File: src/rtl/dtree_pkg.sv
// ============================================================================
// Module   : dtree_pkg
// Brief    : Shared types and constants for the pendigits decision-tree path.
// Revision : 1.0 - initial release
// ============================================================================
`default_nettype none

package dtree_pkg;

   localparam int PENDIGITS_NUM_FEATURES = 16;
   localparam int PENDIGITS_FEAT_WIDTH   = 8;

   typedef enum logic [1:0] {
      FILL  = 2'd0,
      HOLD  = 2'd1,
      DRAIN = 2'd2
   } loader_state_e;

   typedef logic [PENDIGITS_NUM_FEATURES-1:0][PENDIGITS_FEAT_WIDTH-1:0] feat_vec_t;

endpackage

`default_nettype wire

File: src/rtl/dtree_sat_counter.sv
// ============================================================================
// Module   : dtree_sat_counter
// Brief    : Parameterised up-counter that sticks at all-ones.
// Revision : 1.0 - initial release
// ============================================================================
`default_nettype none

module dtree_sat_counter #(
   parameter int WIDTH = 16
) (
   input  logic             clk,
   input  logic             rst,
   input  logic             inc,
   output logic [WIDTH-1:0] count
);

   logic [WIDTH-1:0] r_count;

   always_ff @(posedge clk) begin
      if (rst) begin
         r_count <= '0;
      end else if (inc && (r_count != {WIDTH{1'b1}})) begin
         r_count <= r_count + 1'b1;
      end
   end

   assign count = r_count;

endmodule

`default_nettype wire

File: src/rtl/dtree_feature_loader.sv
// ============================================================================
// Module   : dtree_feature_loader
// Brief    : Collects a serial feature frame and holds it as a parallel vector.
// Revision : 1.0 - initial release
// ============================================================================
`default_nettype none

module dtree_feature_loader
   import dtree_pkg::*;
#(
   parameter int NUM_FEATURES = PENDIGITS_NUM_FEATURES,
   parameter int FEAT_WIDTH   = PENDIGITS_FEAT_WIDTH,
   parameter int SEL_FEATURE  = 15,
   parameter int CNT_WIDTH    = 16
) (
   input  logic                             clk,
   input  logic                             rst,
   input  logic                             in_valid,
   output logic                             in_ready,
   input  logic [FEAT_WIDTH-1:0]            in_data,
   input  logic                             in_last,
   output logic                             out_valid,
   input  logic                             out_ready,
   output logic [NUM_FEATURES*FEAT_WIDTH-1:0] out_feats,
   output logic [FEAT_WIDTH-1:0]            out_x16,
   output logic                             frame_err,
   output logic [CNT_WIDTH-1:0]             frame_cnt
);

   localparam int                 c_idx_w    = $clog2(NUM_FEATURES);
   localparam logic [c_idx_w-1:0] c_last_idx = c_idx_w'(NUM_FEATURES - 1);

   loader_state_e r_state;
   loader_state_e w_state_next;

   logic [c_idx_w-1:0] r_idx;
   logic [c_idx_w-1:0] w_idx_next;

   logic [NUM_FEATURES-1:0][FEAT_WIDTH-1:0] r_feats;

   logic r_err;
   logic w_err_next;
   logic w_beat;
   logic w_write;
   logic w_handoff;

   // in_ready is gated by rst so the reset cycle itself never advertises space.
   assign in_ready  = !rst && (r_state != HOLD);
   assign out_valid = (r_state == HOLD);
   assign w_beat    = in_valid && in_ready;

   always_ff @(posedge clk) begin
      if (rst) begin
         r_state <= FILL;
         r_idx   <= '0;
      end else begin
         r_state <= w_state_next;
         r_idx   <= w_idx_next;
      end
   end

   always_comb begin
      w_state_next = r_state;
      w_idx_next   = r_idx;
      w_err_next   = 1'b0;
      w_write      = 1'b0;
      w_handoff    = 1'b0;
      case (r_state)
         FILL: begin
            if (w_beat) begin
               w_write = 1'b1;
               if (r_idx == c_last_idx) begin
                  w_idx_next   = '0;
                  w_state_next = in_last ? HOLD : DRAIN;
                  w_err_next   = !in_last;
               end else if (in_last) begin
                  w_idx_next = '0;
                  w_err_next = 1'b1;
               end else begin
                  w_idx_next = r_idx + 1'b1;
               end
            end
         end
         HOLD: begin
            if (out_ready) begin
               w_handoff    = 1'b1;
               w_state_next = FILL;
            end
         end
         DRAIN: begin
            // Overlong frame: swallow the tail silently until its last beat.
            if (w_beat && in_last) begin
               w_state_next = FILL;
               w_idx_next   = '0;
            end
         end
         default: begin
            w_state_next = FILL;
            w_idx_next   = '0;
         end
      endcase
   end

   always_ff @(posedge clk) begin
      if (rst) begin
         r_err <= 1'b0;
      end else begin
         r_err <= w_err_next;
      end
   end

   generate
      for (genvar gi = 0; gi < NUM_FEATURES; gi++) begin : g_feat
         always_ff @(posedge clk) begin
            if (rst) begin
               r_feats[gi] <= '0;
            end else if (w_write && (r_idx == c_idx_w'(gi))) begin
               r_feats[gi] <= in_data;
            end
         end
      end
   endgenerate

   dtree_sat_counter #(
      .WIDTH (CNT_WIDTH)
   ) u_frame_cnt (
      .clk   (clk),
      .rst   (rst),
      .inc   (w_handoff),
      .count (frame_cnt)
   );

   assign out_feats = r_feats;
   assign out_x16   = r_feats[SEL_FEATURE];
   assign frame_err = r_err;

endmodule

`default_nettype wire
File: config.mk
export PLATFORM = sky130hd
export DESIGN_NAME = dtree_feature_loader
export DESIGN_NICKNAME = d
export VERILOG_FILES = /design/src/rtl/dtree_pkg.sv /design/src/rtl/dtree_sat_counter.sv /design/src/rtl/dtree_feature_loader.sv
export SDC_FILE = /design/constraint.sdc
export NUM_CORES = 1
export LEC_CHECK = 0
export CORE_UTILIZATION = 53
export CTS_BUF_LIST = sky130_fd_sc_hd__clkbuf_4 sky130_fd_sc_hd__clkbuf_8
export DETAILED_ROUTE_END_ITERATION = 7
export PLACE_DENSITY = 0.94
export SETUP_SLACK_MARGIN = 0.02
export SYNTH_ARGS = -nofsm -noshare
export SYNTH_HDL_FRONTEND = slang
export SYNTH_HIERARCHICAL = 1
export SYNTH_SLANG_ARGS = --single-unit
export TNS_END_PERCENT = 5
File: constraint.sdc
create_clock -name clk -period 5.7 [get_ports clk]
set_clock_uncertainty 0.1 [all_clocks]
set_input_delay 1.71 -clock clk [delete_from_list [all_inputs] [get_ports clk]]
set_output_delay 1.71 -clock clk [all_outputs]
set_load 0.02 [all_outputs]
# [Word level (Yosys, flattened, before mapping)]
# Index checks and enable logic that the tools add are counted.
[word_totals] reg_bits=151 mem_bits_rw=0 word_cells=92 rom_bits=0 latchBits=0 n_memories=0
[classes] multipliers=0 n_eq_ne=23 addsub=2 n_bitwise=3 muxes=17 n_lt_le_gt_ge=0 n_div=0 reduce_logical=27 shift=0
[op_table] operator="4-bit == test, second input constant" count=8
[op_table] operator="1-bit logical AND" count=20
[op_table] operator="16-bit by 1-bit adder with 16-bit output, second input constant" count=1
[op_table] operator="4-bit by 3-bit == test with 1-bit output, second input constant" count=4
[op_table] operator="4-bit two-way mux" count=4
[op_table] operator="16-bit != test, second input constant" count=1
[op_table] operator="4-bit one-hot mux with 3 select lines" count=1
[op_table] operator="2-bit two-way mux" count=5
[op_table] operator="4-bit by 2-bit == test with 1-bit output, second input constant" count=2
[op_table] operator="1-bit two-way mux" count=6
[op_table] operator="2-bit != test, second input constant" count=3
[op_table] operator="2-bit one-hot mux with 3 select lines" count=1
[op_table] operator="4-bit by 1-bit adder with 4-bit output, second input constant" count=1
[op_table] operator="4-bit by 1-bit == test with 1-bit output, second input constant" count=1
[op_table] operator="4-bit zero test" count=1
[op_table] operator="2-bit by 1-bit != test with 1-bit output, second input constant" count=2
[op_table] operator="4-bit AND reduction" count=1
[op_table] operator="1-bit NOT" count=3
[op_table] operator="3-bit AND reduction" count=1
[op_table] operator="3-bit OR reduction" count=1
[op_table] operator="2-bit by 1-bit == test with 1-bit output, second input constant" count=1
[op_table] operator="2-bit == test, second input constant" count=1
[op_table] operator="1-bit zero test" count=2
[op_table] operator="2-bit zero test" count=1

# [Longest topological paths before layout]
# Gate-level depths: netlist (run 1).
[logic_depth] word_depth=6 mapped_depth=7 ltp_nobuf=6

# [Modules after synthesis]
# Netlist (run 1), hierarchy kept.
[modules_own_cells] module="dtree_feature_loader" cells_each=574 n_inst=1 area_per_inst_um2=5195.0
[modules_own_cells] module="dtree_sat_counter" cells_each=99 n_inst=1 area_per_inst_um2=848.3

# [Worst setup path before layout (run 1)]
# Ideal clock, no wire load.
[synth_timing] path_kind="in2out" from="input rst" to="output in_ready" cell_stages=4 t_arrival_ps=2684 slack_ps=1206 path_buffers=3 cell_sequence="clkbuf_1 -> clkbuf_1 -> clkbuf_1 -> nor2_1"
[synth_via] elab_chain_cells=2
[synth_lines] element="start: declaration" line_no="dtree_feature_loader.sv:17" source="input logic rst,"
[synth_lines] element="1-bit zero test" line_no="dtree_feature_loader.sv:48" source="assign in_ready = !rst && (r_state != HOLD);"
[synth_lines] element="1-bit logical AND" line_no="dtree_feature_loader.sv:48"
[synth_lines] element="end: declaration" line_no="dtree_feature_loader.sv:19" source="output logic in_ready,"
# Every way passes these cells.

# [Worst setup path in the final report (run 1)]
# Ends and elaborated chain as after synthesis.

==> impl_metrics.env, run 1 <==
export IMPL_cts_resized=0
export IMPL_syn_instance_count=673
export IMPL_rows=38
export IMPL_worst_setup_path_start_kind="primary input"
export IMPL_grt_max_degree=117
export IMPL_slew_headroom=0.233
export IMPL_drtAntennaViolNets=0
export IMPL_track_usage=0.276
export IMPL_status="finished clean"
export IMPL_crit_arrival_ps=2720
export IMPL_cts_inserted_buffers=17
export IMPL_drive_above_1_share=0.0527
export IMPL_power_internal_mw=1.52
export IMPL_mostFrequentLayoutCells="clkdlybuf4s50_1, dfxtp_1, nand2_1, nor2_1, mux2i_1"
export IMPL_p_leak_nw=2.82
export IMPL_overflow=0
export IMPL_required_ps=3890
export IMPL_antenna_found_initial=0
export IMPL_worstSetupPathType="in -> out"
export IMPL_clock_fmax_ghz=0.221
export IMPL_cts_sinks=151
export IMPL_insertedDiodeCount=0
export IMPL_cts_tree="yes"
export IMPL_first_global_vias=5080
export IMPL_path_clk_slew_ps=80
export IMPL_drc=0
export IMPL_worst_setup_path_end_kind="output pin"
export IMPL_peakVddDrop_uv=141
export IMPL_path_max_fanout=40
export IMPL_holdWs_ps=357
export IMPL_synth_area_per_cell_um2=8.98
export IMPL_dp_final_hpwl_um=10900
export IMPL_place_area_um2=7620
export IMPL_viasPerCell=5.62
export IMPL_pwr_share_comb=0.043
export IMPL_finalCritPeriodShare=0.795
export IMPL_clk_path_buf_depth=2
export IMPL_drt_pass1_iterations=5
export IMPL_insertion_delay_ps=430
export IMPL_synthesis_nets=691
export IMPL_initial_core_util=0.550
export IMPL_die_area_um2=11800
export IMPL_stdcell_area_um2=8000
export IMPL_hold_class="reg -> reg"
export IMPL_final_common_cell="clkdlybuf4s50_1"
export IMPL_ys_warn_count=6
export IMPL_cts_root_buf="clkbuf_8"
export IMPL_die_x_um=109
export IMPL_synth_top_area_frac=0.500
export IMPL_vias=5371
export IMPL_synth_cell_types=46
export IMPL_tightest_slew_ps=1150
export IMPL_synth_area_um2=6040
export IMPL_synth_seq_area_share=0.500
export IMPL_p_clk_frac=0.412
export IMPL_hold_buffers=0
export IMPL_ios=168
export IMPL_wl_per_cell_um=16.8
export IMPL_switching_share=0.223
export IMPL_r2r_setup_slack_ps=2950
export IMPL_nets=824
export IMPL_htreeDepth=4
export IMPL_fin_crit_ps=4530
export IMPL_p_seq_frac=0.544
export IMPL_io_buffers=167
export IMPL_grt_first_pass_wirelength_um=25000
export IMPL_drv_cap=0
export IMPL_setup_tns_ps=0
export IMPL_wirelength_um=16000
export IMPL_core_area_um2=11000
export IMPL_drt_iter0_drc=417
export IMPL_hold_viol=0
export IMPL_powerDensity_nw_per_um2=244
export IMPL_synth_top_area_cell="dfxtp_1"
export IMPL_rsz0062_at_grt="no"
export IMPL_slew_viol_final=0
export IMPL_post_cts_buffers=0
export IMPL_finalWeightedCongestion=0.886
export IMPL_synthTopCellsByArea="dfxtp_1, mux2i_1, nand2_1"
export IMPL_fill_cells=778
export IMPL_power_switching_mw=0.435
export IMPL_synth_seq_cells=151
export IMPL_syn_to_final_growth_pct=32.4
export IMPL_die_y_um=109
export IMPL_setup_violations=0
flip-flops by register name, indices dropped and copies added, names as in the netlist:
name and cells:
out_x16 8, out_feats 120, u_frame_cnt/count 16, frame_err 1, r_idx 4, r_state 2
layer usage:
| layer | share of wire | track usage | up-vias | routed length [um] |
|---|---|---|---|---|
| li1 | - | - | 2530 | - |
| met1 | 0.40 | 0.320 | 2559 | 6350 |
| met4 | 0.027 | 0.134 | 0 | 430 |
| met3 | 0.074 | 0.0723 | 36 | 1190 |
| met2 | 0.50 | 0.473 | 246 | 8050 |
| met5 | 0 | 0 | - | 0 |
path summary, 6_finish.rpt:
check | start | to | cells after the start
max | rst | in_ready | 3
min | out_feats[56] | out_feats[56] | 2
max reg2reg | r_state[0] | u_frame_cnt/count[11] | 5
min reg2reg | out_feats[56] | out_feats[56] | 2
kinds of logic (layout without fill, tap and decap cells):
group / count (synthesis) / in the layout / synth area share
flops: 151 / 151 / 0.500
mux: 74 / 74 / 0.123
simple gates: 285 / 285 / 0.228
buf+inv: 62 / 205 / 0.0499
compound gates: 93 / 93 / 0.0849
xor+xnor: 3 / 3 / 0.00435
fa+ha+maj: 5 / 5 / 0.0104
Yosys cell counts (all sizes together):
library cell	n
xnor2	2
and3	11
and4	3
nor4bb	1
nor2b	6
or3	3
nor4	5
o211ai	2
mux2	1
or4	7
or2	1
o21ai	4
o21a	1
buf	19
a21oi	72
nor4b	2
o311ai	3
nand2b	2
o41ai	1
nand3	21
a31oi	1
dfxtp	151
mux2i	73
nor3	7
a2bb2oi	1
nor2	86
nand3b	1
nand4	4
xor2	1
nand2	122
inv	8
o31ai	8
ha	5
and2	2
or4b	1
clkbuf	35
power groups by stage:
stage / registers (mW) / logic [mW] / clock network [mW]
2_1_floorplan: 1.09 / 0.0440 / 0
3_3_place_gp: 1.09 / 0.0816 / 0
3_5_place_dp: 1.09 / 0.0835 / 0
4_1_cts: 1.06 / 0.0837 / 0.817
5_1_grt: 1.06 / 0.0909 / 0.864
6_report: 1.06 / 0.0849 / 0.805
worst max-delay path, stage by stage:
cell,delay (ps)
buf_4,350
nor2_1,90
clkdlybuf4s50_1,550
layout make-up:
type / instances / area (um2) / area share
Multi-Input combinational cell: 460 / 2720 / 0.340
Clock inverter: 10 / 131 / 0.0164
Tap cell: 140 / 175 / 0.0219
Sequential cell: 151 / 3020 / 0.378
Timing Repair Buffer: 168 / 1680 / 0.209
Clock buffer: 19 / 249 / 0.0311
Inverter: 8 / 30.0 / 0.00375
through the flow:
step           std cells  setup WS [ps]  total power, mW  utilization
2_1_floorplan        673           1210             1.14            -
3_3_place_gp         927           1160             1.17        0.694
3_5_place_dp         927           1180             1.17        0.694
4_1_cts              956           1170             1.96        0.729
5_1_grt              956           1110             2.02        0.729
6_report             956           1170             1.95        0.729
(Power assumes the default switching activity.)
==> inputs of run 2 (changes only) <==
--- a/config.mk
+++ b/config.mk
@@ -5,10 +5,10 @@
 export SDC_FILE = /design/constraint.sdc
 export NUM_CORES = 1
 export LEC_CHECK = 0
-export CORE_UTILIZATION = 53
+export CORE_UTILIZATION = 45
 export CTS_BUF_LIST = sky130_fd_sc_hd__clkbuf_4 sky130_fd_sc_hd__clkbuf_8
 export DETAILED_ROUTE_END_ITERATION = 7
-export PLACE_DENSITY = 0.94
+export PLACE_DENSITY = 0.86
 export SETUP_SLACK_MARGIN = 0.02
 export SYNTH_ARGS = -nofsm -noshare
 export SYNTH_HDL_FRONTEND = slang
==> constraint.sdc (replaced) <==
create_clock -name clk -period 3.81 [get_ports clk]
set_clock_uncertainty 0.1 [all_clocks]
set_input_delay 1.143 -clock clk [delete_from_list [all_inputs] [get_ports clk]]
set_output_delay 1.143 -clock clk [all_outputs]
set_load 0.02 [all_outputs]
==> run 2 against run 1 <==
  * Critical path depth shrank 1
  * Cell area grew 0.58%
  * Critical path type is now reg -> out
  * Sequential cell count is the same
  * Setup slack lost 850 ps
  * Final cell count grew 3.8%
  * Largest cell class unchanged
  * Highest routed layer unchanged
  * Non-clock buffer count grew 2
==> impl_metrics.env, run 2 (synthesis gave the netlist of run 1 again) <==
export IMPL_core_area_um2=12900
export IMPL_crit_cells=2
export IMPL_finalCritPeriodShare=0.917
export IMPL_rows=41
export IMPL_first_global_vias=4522
export IMPL_worstSetupPathType="reg -> out"
export IMPL_crit_path_end="out_valid"
export IMPL_path_buf_inv=1
export IMPL_r2r_setup_slack_ps=1200
export IMPL_slowest_delay_ps=720
export IMPL_insertion_delay_ps=450
export IMPL_tightest_slew_ps=903
export IMPL_syn_to_final_growth_pct=33.2
export IMPL_powerDensity_nw_per_um2=356
export IMPL_clock_fmax_ghz=0.286
export IMPL_slew_headroom=0.396
export IMPL_grt_max_degree=83
export IMPL_register_area_um2=3020
export IMPL_final_common_cell="clkdlybuf4s50_1"
export IMPL_insertedDiodeCount=0
export IMPL_overflow=0
export IMPL_reg2reg_from="r_state[0]"
export IMPL_die_x_um=118
export IMPL_wl_per_cell_um=15.9
export IMPL_cts_inserted_buffers=17
export IMPL_hold_class="reg -> reg"
export IMPL_track_usage=0.226
export IMPL_cp_startpoint="r_state[0]"
export IMPL_hold_viol=0
export IMPL_drc=0
export IMPL_drv_cap=0
export IMPL_multi_input_area_um2=2720
export IMPL_slew_viol_final=0
export IMPL_cts_tree="yes"
export IMPL_fin_crit_ps=3490
export IMPL_path_max_fanout=14
export IMPL_ios=168
export IMPL_required_ps=2570
export IMPL_cts_resized=0
export IMPL_dp_final_hpwl_um=10500
export IMPL_largest_reg_flops=120
export IMPL_vias=5191
export IMPL_finalWeightedCongestion=0.819
export IMPL_peakVddDrop_uv=188
export IMPL_r2r_cells=5
export IMPL_path_clk_slew_ps=70
export IMPL_die_y_um=118
export IMPL_die_area_um2=13900
export IMPL_post_cts_buffers=0
export IMPL_wirelength_um=15700
export IMPL_viasPerCell=5.23
export IMPL_p_leak_nw=2.82
export IMPL_status="finished clean"
export IMPL_hold_buffers=0
export IMPL_worst_path_max_delay_cell="clkdlybuf4s50_1"
export IMPL_drtAntennaViolNets=0
export IMPL_mostFrequentLayoutCells="clkdlybuf4s50_1, dfxtp_1, nand2_1, nor2_1, mux2i_1"
export IMPL_rr_endpoint="u_frame_cnt/count[11]"
export IMPL_drt_pass1_iterations=5
export IMPL_drt_iter0_drc=480
export IMPL_worst_setup_path_start_kind="flop"
export IMPL_io_buffers=167
export IMPL_antenna_found_initial=0
export IMPL_cp_top_family="buffers and inverters"
export IMPL_setup_tns_ps=0
export IMPL_fill_cells=1108
export IMPL_grt_first_pass_wirelength_um=24800
export IMPL_crit_chain="nor2b_1, clkdlybuf4s50_1"
export IMPL_drive_above_1_share=0.0573
export IMPL_crit_arrival_ps=2250
export IMPL_rsz0062_at_grt="no"
export IMPL_cts_sinks=151
export IMPL_htreeDepth=4
export IMPL_clk_path_buf_depth=2
export IMPL_setup_violations=0
export IMPL_cts_root_buf="clkbuf_8"
export IMPL_finalPower_mw=2.87
export IMPL_initial_core_util=0.469
export IMPL_nets=826
export IMPL_worst_setup_path_end_kind="output pin"
run 2: worst register-to-register path, delay by kind of cell, from the launching register on:
family | cells | cell delay [ps]
muxes | 1 | 360
and+or+nand+nor | 4 | 1420
DFF | 1 | 620
run 2: power by group:
part | leakage (nW) | internal (mW) | total, mW | switching, mW
sequential | 1.22 | 1.58 | 1.59 | 0.00503
clock | 0.192 | 0.582 | 1.15 | 0.568
combinational | 1.41 | 0.0401 | 0.130 | 0.0898
run 2: how the worst min path moves through the flow:
stage                  start  depth (start not counted)             to  slack [ps]
3_5_place_dp   out_feats[57]                          2  out_feats[57]         350
4_1_cts        out_feats[57]                          2  out_feats[57]         360
3_3_place_gp   out_feats[46]                          2  out_feats[46]         340
6_report       out_feats[10]                          2  out_feats[10]         360
5_1_grt        out_feats[57]                          2  out_feats[57]         370
2_1_floorplan     r_state[1]                          2     r_state[0]         430
run 2: cell type report:
class	instances	share of cell area
flip-flops and latches	151	0.376
well taps	172	0.0267
clock inverters	8	0.00917
clock buffers	23	0.0370
multi-input cells	460	0.338
repair buffers	170	0.210
inverters	8	0.00373
run 2: metrics by stage:
| stage | cell area, um2 | worst slack (ps) | util | cells | hold WS (ps) |
|---|---|---|---|---|---|
| after floorplan | 6040 | 450 | - | 673 | 431 |
| after global routing | 8050 | 218 | 0.625 | 992 | 374 |
| final | 8050 | 316 | 0.625 | 992 | 357 |
| after detailed placement | 7680 | 371 | 0.596 | 961 | 346 |
| after global placement | 7680 | 435 | 0.596 | 961 | 341 |
| after CTS | 8050 | 337 | 0.625 | 992 | 357 |
run 2: per-layer routing:
metal	vias up	routed length, um	GRT usage
li1	2538	-	-
met1	2438	6980	0.297
met2	192	7460	0.355
met3	23	1020	0.0620
met4	0	280	0.0817
met5	-	0	0
